`config.mk`:
```
export PLATFORM = sky130hd
export DESIGN_NAME = if_stage
export DESIGN_NICKNAME = d
export VERILOG_FILES = /design/src/rtl/if_stage_pkg.sv /design/src/rtl/if_stage_fs_inst_buf.sv /design/src/rtl/if_stage.sv
export SDC_FILE = /design/constraint.sdc
export NUM_CORES = 1
export LEC_CHECK = 0
export ABC_AREA = 0
export CORE_MARGIN = 1
export CORE_UTILIZATION = 42
export DETAILED_ROUTE_END_ITERATION = 16
export PLACE_DENSITY_LB_ADDON = 0.3
export SLEW_MARGIN = 15
export SYNTH_ARGS = -nofsm -noshare
export SYNTH_HDL_FRONTEND = slang
export SYNTH_SLANG_ARGS = --single-unit
```
`constraint.sdc`:
```
create_clock -name clk -period 1.95 [get_ports clk]
set_input_delay 0.39 -clock clk [delete_from_list [all_inputs] [get_ports clk]]
set_output_delay 0.39 -clock clk [all_outputs]
set_load 0.02 [all_outputs]
```
`src/rtl/if_stage_pkg.sv`:
```
// Shared fetch-stage definitions: bus widths, reset PC and bus payload layouts.
package if_stage_pkg;

  localparam int unsigned PC_WD           = 32;
  localparam int unsigned BR_BUS_WD       = 33;
  localparam int unsigned FS_TO_DS_BUS_WD = 64;

  localparam logic [PC_WD-1:0] RESET_PC = 32'h1c00_0000;
  localparam logic [PC_WD-1:0] PC_STEP  = 32'd4;

  // Branch redirect from decode
  typedef struct packed {
    logic             taken;
    logic [PC_WD-1:0] target;
  } br_bus_t;

  // Instruction handed to decode
  typedef struct packed {
    logic [PC_WD-1:0] pc;
    logic [PC_WD-1:0] inst;
  } fs_to_ds_t;

endpackage

```
`src/rtl/if_stage_fs_inst_buf.sv`:
```
// Single-entry instruction buffer with its valid bit and the response-cancel flag.
module fs_inst_buf
  import if_stage_pkg::*;
(
  input  logic             clk,
  input  logic             reset,
  input  logic             fill_en,
  input  logic [PC_WD-1:0] fill_data,
  input  logic             drain_en,
  input  logic             cancel_set,
  input  logic             cancel_clr,
  output logic [PC_WD-1:0] inst,
  output logic             valid,
  output logic             cancel
);

  logic [PC_WD-1:0] inst_q, inst_d;
  logic             valid_q, valid_d;
  logic             cancel_q, cancel_d;

  // Fill takes priority over drain; both never coincide in practice
  always_comb begin
    inst_d   = inst_q;
    valid_d  = valid_q;
    cancel_d = cancel_q;
    if (fill_en) begin
      inst_d  = fill_data;
      valid_d = 1'b1;
    end else if (drain_en) begin
      valid_d = 1'b0;
    end
    if (cancel_set) begin
      cancel_d = 1'b1;
    end else if (cancel_clr) begin
      cancel_d = 1'b0;
    end
  end

  // Buffer state registers
  always_ff @(posedge clk) begin
    if (reset) begin
      inst_q   <= '0;
      valid_q  <= 1'b0;
      cancel_q <= 1'b0;
    end else begin
      inst_q   <= inst_d;
      valid_q  <= valid_d;
      cancel_q <= cancel_d;
    end
  end

  assign inst   = inst_q;
  assign valid  = valid_q;
  assign cancel = cancel_q;

endmodule

```
`src/rtl/if_stage.sv`:
```
// Instruction fetch stage: pc generation, one-outstanding SRAM request FSM, redirect handling.
module if_stage
  import if_stage_pkg::*;
(
  input  logic                       clk,
  input  logic                       reset,
  input  logic                       ds_allowin,
  input  logic [BR_BUS_WD-1:0]       br_bus,
  output logic                       fs_to_ds_valid,
  output logic [FS_TO_DS_BUS_WD-1:0] fs_to_ds_bus,
  output logic                       inst_sram_req,
  output logic [PC_WD-1:0]           inst_sram_addr,
  input  logic                       inst_sram_addr_ok,
  input  logic                       inst_sram_data_ok,
  input  logic [PC_WD-1:0]           inst_sram_rdata
);

  typedef enum logic [1:0] {
    S_EMPTY = 2'd0,
    S_WAIT  = 2'd1,
    S_HOLD  = 2'd2
  } fs_state_e;

  fs_state_e        state_q, state_d;
  logic [PC_WD-1:0] fetch_pc_q, fetch_pc_d;
  logic [PC_WD-1:0] pend_target_q, pend_target_d;
  logic             pend_valid_q, pend_valid_d;

  br_bus_t          br;
  fs_to_ds_t        fs_bus;
  logic [PC_WD-1:0] nextpc;
  logic             br_fire, in_wait, in_hold, handoff, resp_drop, empty_next, accept;
  logic             buf_fill, buf_drain, cancel_set, cancel_clr;
  logic [PC_WD-1:0] buf_inst;
  logic             buf_valid, buf_cancel;

  assign br = br_bus;

  // Handshake qualifiers, next pc and request generation
  always_comb begin
    br_fire        = br.taken & ds_allowin;
    in_wait        = (state_q == S_WAIT);
    in_hold        = (state_q == S_HOLD);
    fs_to_ds_valid = in_hold & buf_valid & ~br.taken;
    handoff        = fs_to_ds_valid & ds_allowin;
    // A response that arrives already cancelled, or alongside a redirect, is wrong-path
    resp_drop      = in_wait & inst_sram_data_ok & (buf_cancel | br_fire);
    case (state_q)
      S_EMPTY: empty_next = 1'b1;
      S_WAIT:  empty_next = resp_drop;
      S_HOLD:  empty_next = handoff | br_fire;
      default: empty_next = 1'b1;
    endcase
    nextpc = fetch_pc_q + PC_STEP;
    if (pend_valid_q) nextpc = pend_target_q;
    if (br_fire)      nextpc = br.target;
    // A branch stalled in decode holds fetch so its target is not lost behind a wrong-path fetch
    inst_sram_req  = ~reset & empty_next & ~(br.taken & ~ds_allowin);
    inst_sram_addr = nextpc;
    accept         = inst_sram_req & inst_sram_addr_ok;
    buf_fill       = in_wait & inst_sram_data_ok & ~resp_drop;
    buf_drain      = in_hold & empty_next;
    cancel_set     = in_wait & br_fire & ~inst_sram_data_ok;
    cancel_clr     = in_wait & inst_sram_data_ok & buf_cancel;
  end

  // FSM next state, pc capture and pending redirect target
  always_comb begin
    state_d       = state_q;
    fetch_pc_d    = fetch_pc_q;
    pend_valid_d  = pend_valid_q;
    pend_target_d = pend_target_q;
    if (accept) fetch_pc_d = nextpc;
    if (br_fire && !accept) begin
      pend_valid_d  = 1'b1;
      pend_target_d = br.target;
    end else if (accept) begin
      pend_valid_d  = 1'b0;
    end
    case (state_q)
      S_EMPTY: if (accept) state_d = S_WAIT;
      S_WAIT: begin
        if (inst_sram_data_ok) begin
          if (resp_drop) state_d = accept ? S_WAIT : S_EMPTY;
          else           state_d = S_HOLD;
        end
      end
      S_HOLD:  if (empty_next) state_d = accept ? S_WAIT : S_EMPTY;
      default: state_d = S_EMPTY;
    endcase
  end

  // State registers; fetch_pc resets one step behind the reset PC
  always_ff @(posedge clk) begin
    if (reset) begin
      state_q       <= S_EMPTY;
      fetch_pc_q    <= RESET_PC - PC_STEP;
      pend_valid_q  <= 1'b0;
      pend_target_q <= '0;
    end else begin
      state_q       <= state_d;
      fetch_pc_q    <= fetch_pc_d;
      pend_valid_q  <= pend_valid_d;
      pend_target_q <= pend_target_d;
    end
  end

  fs_inst_buf u_inst_buf (
    .clk        (clk),
    .reset      (reset),
    .fill_en    (buf_fill),
    .fill_data  (inst_sram_rdata),
    .drain_en   (buf_drain),
    .cancel_set (cancel_set),
    .cancel_clr (cancel_clr),
    .inst       (buf_inst),
    .valid      (buf_valid),
    .cancel     (buf_cancel)
  );

  // Decode-facing payload: pc of the last accepted request with its buffered word
  always_comb begin
    fs_bus.pc   = fetch_pc_q;
    fs_bus.inst = buf_inst;
  end

  assign fs_to_ds_bus = fs_bus;

endmodule

```
==> flow_metrics.env, run 1 <==
export IMPL_path_max_fanout=3
export IMPL_clk_latency_ns=0.37
export IMPL_die_width_um=113
export IMPL_ir_drop_uv=516
export IMPL_remaining_drc_errors=0
export IMPL_grt_pass1_vias=6574
export IMPL_globalplace_congestion=0.899
export IMPL_routedWlPerCell_um=18.9
export IMPL_syn_area_mm2=0.00518
export IMPL_pwr_share_comb=0.480
export IMPL_finalWorstSetupSlack_ns=-0.586
export IMPL_cts_sinks=101
export IMPL_synth_ff_type="dfxtp_1"
export IMPL_yosys_warnings=0
export IMPL_drt_iter0_markers=690
export IMPL_postRouteWirelength_um=22200
export IMPL_status="complete, but fails checks"
export IMPL_synth_top_area_cell="dfxtp_1"
export IMPL_coreArea_mm2=0.0120
export IMPL_arrival_ns=2.15
export IMPL_pwr_share_clk=0.234
export IMPL_fin_util=0.788
export IMPL_viasPerCell=5.91
export IMPL_num_rows=40
export IMPL_grtUsageTotal=0.311
export IMPL_cts_buffers=9
export IMPL_seqCellArea_mm2=0.00208
export IMPL_num_fill_cells=731
export IMPL_r2r_start="state_q[0]"
export IMPL_layout_drive_gt1_share=0.349
export IMPL_grt_max_degree=39
export IMPL_setup_violations=33
export IMPL_final_period_utilization=1.30
export IMPL_synth_net_count=779
export IMPL_cts_tree="done"
export IMPL_worstSetupStartpointType="flop"
export IMPL_seq_power_share=0.286
export IMPL_p_int_mw=5.20
export IMPL_pwr_density_cell_mw_per_mm2=857
export IMPL_rsz0062_at_grt="yes"
export IMPL_fin_cells=1171
export IMPL_hold_viol=0
export IMPL_dr_pass1_iters=8
export IMPL_dieHeight_um=113
export IMPL_stdcell_area_mm2=0.00947
export IMPL_die_area_mm2=0.0128
export IMPL_synthCells=704
export IMPL_skew_ns=0.00944
export IMPL_synth_top_area_share=0.390
export IMPL_initial_utilization=0.432
export IMPL_clk_pin_slew_worst_paths_ns=0.08
export IMPL_tightest_slew_ns=0.578
export IMPL_syn_avg_cell_area_um2=7.37
export IMPL_synthArstFlopShare=0
export IMPL_dpl_cell_area_mm2=0.00810
export IMPL_pre_cts_ws_ns=-0.910
export IMPL_crit_start="fetch_pc_q[7]"
export IMPL_io_pins=168
export IMPL_grt_pass1_wl_um=31600
export IMPL_cts_root_buf="clkbuf_16"
export IMPL_port_buffers=167
export IMPL_multi_input_area_mm2=0.00349
export IMPL_timing_fmax_mhz=394
export IMPL_synth_seq_cells=101
export IMPL_cts_hold_buf=0
export IMPL_synth_area_leaders="dfxtp_1, nand2_1, a21oi_1, clkbuf_1, o21ai_0"
export IMPL_gr_total_overflow=0
export IMPL_synth_enable_flop_cells=0
export IMPL_area_growth_pct=82.6
export IMPL_hold_class="flop to flop"
export IMPL_seq_area_frac_synth=0.390
export IMPL_period_minus_slack_ns=2.54
export IMPL_cts_buffer_depth=2
export IMPL_cap_viol_max_count=0
export IMPL_relSlewSlack=0.610
export IMPL_power_switching_mw=2.92
export IMPL_slew_viol_final=0
export IMPL_n_antenna_cell=0
export IMPL_setup_worst_path_class="flop to output port"
export IMPL_crit_required_ns=1.56
export IMPL_p_total_mw=8.11
export IMPL_h_tree_depth=3
export IMPL_vias=6923
export IMPL_dp_cells=1109
export IMPL_p_leak_nw=3.82
export IMPL_violations="setup timing"
export IMPL_crit_path_end_kind="output port"
export IMPL_antenna_found_initial=0
export IMPL_synth_distinct_cells=59
export IMPL_ant_nets=0
export IMPL_min_from="u_inst_buf.inst[10]"
export IMPL_swShare=0.360
export IMPL_fin_nets=1094
export IMPL_dp_hpwl_um=13300
cells in the mapped netlist (2+ instances only):
| library cell | instances |
|---|---|
| a31oi_1 | 15 |
| a22oi_1 | 3 |
| buf_2 | 11 |
| o31a_1 | 2 |
| o211ai_1 | 4 |
| a211oi_1 | 2 |
| nand2b_1 | 4 |
| inv_1 | 8 |
| ha_1 | 5 |
| o32a_1 | 2 |
| nor2_1 | 28 |
| nand2_1 | 184 |
| a41oi_1 | 3 |
| nand3_1 | 16 |
| nand4_1 | 11 |
| dfxtp_1 | 101 |
| mux2i_1 | 5 |
| o22a_1 | 4 |
| or3_1 | 16 |
| nor4_1 | 4 |
| buf_1 | 5 |
| o31ai_1 | 7 |
| clkbuf_1 | 35 |
| xnor2_1 | 10 |
| a21oi_1 | 96 |
| and4_1 | 4 |
| xor2_1 | 7 |
| nor2b_1 | 3 |
| o21ai_0 | 24 |
| o21a_1 | 7 |
| nor3_1 | 16 |
| a21o_1 | 6 |
| and2_1 | 7 |
| o21ai_1 | 9 |
| and3_1 | 15 |
| a31o_2 | 2 |
power groups by stage:
| stage | Sequential, mW | Combinational (mW) | Clock (mW) |
|---|---|---|---|
| 2_1_floorplan | 2.49 | 1.31 | 0 |
| 3_3_place_gp | 2.33 | 2.89 | 0 |
| 3_5_place_dp | 2.34 | 2.94 | 0 |
| 4_1_cts | 2.30 | 3.32 | 1.89 |
| 5_1_grt | 2.33 | 4.06 | 2.00 |
| 6_report | 2.32 | 3.90 | 1.90 |
metrics by stage:
stage / TNS (ns) / hold WS, ns
final: -10.94 / 0.454
after global routing: -12.99 / 0.469
after CTS: -10.02 / 0.453
after detailed placement: -51.93 / 0.445
after global placement: -49.44 / 0.437
after floorplan: -0.441 / 0.431
cells by family after synthesis:
kind of cell               count (synthesis)  share of synthesized area
AOI/OAI and AO/OA                        197                      0.227
xor gates and xnor gates                  17                     0.0287
adders and majority gates                  5                     0.0121
buffers and inverters                     60                     0.0468
DFF                                      101                      0.390
muxes                                      5                    0.00965
and+or+nand+nor                          319                      0.285
timing repair:
action,4_1_cts,5_1_grt
gates cloned,1,2
buffers inserted,23,23
pin swaps,43,55
resized for setup,261,88
setup endpoints to repair,57,94
hold endpoints to repair,0,0
worst max-delay path: stages (launching register included):
cell and delay (ns):
dfxtp_4 0.35, and4_4 0.26, nand4_4 0.16, buf_4 0.18, or4_4 0.50, a31oi_4 0.19, buf_6 0.14
metal layers:
metal / track usage / share of wire / vias up
li1: - / - / 3105
met4: 0.167 / 0.048 / 0
met1: 0.369 / 0.37 / 3298
met5: 0 / 0 / -
met3: 0.0584 / 0.083 / 104
met2: 0.534 / 0.50 / 416
final timing paths:
| kind | slack (ns) | cells after the start | end |
|---|---|---|---|
| setup / recovery | -0.59 | 6 | inst_sram_addr[20] |
| hold / removal | 0.45 | 2 | u_inst_buf.inst[10] |
| setup reg to reg | -0.01 | 12 | fetch_pc_q[11] |
| hold reg to reg | 0.45 | 2 | u_inst_buf.inst[10] |
cell type report:
type,count,share of cell area
Clock buffer,12,0.0305
Clock inverter,4,0.00264
Inverter,8,0.00370
Multi-Input combinational cell,543,0.369
Sequential cell,101,0.220
Tap cell,147,0.0194
Timing Repair Buffer,356,0.355
sequential cells by signal, summed over array words and instances, names as in the netlist:
signal and flops:
fetch_pc_q 32, pend_target_q 32, pend_valid_q 1, state_q 2
u_inst_buf.cancel 1, u_inst_buf.inst 32, u_inst_buf.valid 1
cell usage in the layout (no fill, tap or decap), types with 6 or more instances in the layout:
cell type and instances:
nand2_1 179, buf_4 158, clkdlybuf4s50_1 125, a21oi_1 87
dfxtp_1 76, buf_6 51, nor2_1 23, o21ai_0 15
or3_1 14, dfxtp_2 14, clkbuf_16 13, nand4_1 11
and3_1 11, a31oi_1 11, dfxtp_4 11, o21ai_1 10
nor3_1 10, nand3_1 9, a21oi_2 8, buf_12 8
o21ai_2 7, xor2_1 7, o21a_1 7, inv_1 6
and2_1 6, nor3_4 6, a21o_1 6
Power figures use the tool's default switching activity.
==> inputs of run 2 (changes only) <==
--- a/config.mk
+++ b/config.mk
@@ -10,7 +10,6 @@
 export CORE_UTILIZATION = 42
 export DETAILED_ROUTE_END_ITERATION = 16
 export PLACE_DENSITY_LB_ADDON = 0.3
-export SLEW_MARGIN = 15
 export SYNTH_ARGS = -nofsm -noshare
 export SYNTH_HDL_FRONTEND = slang
 export SYNTH_SLANG_ARGS = --single-unit
==> results of run 2 <==
Final layout, timing and power as in run 1 (identical DEF).
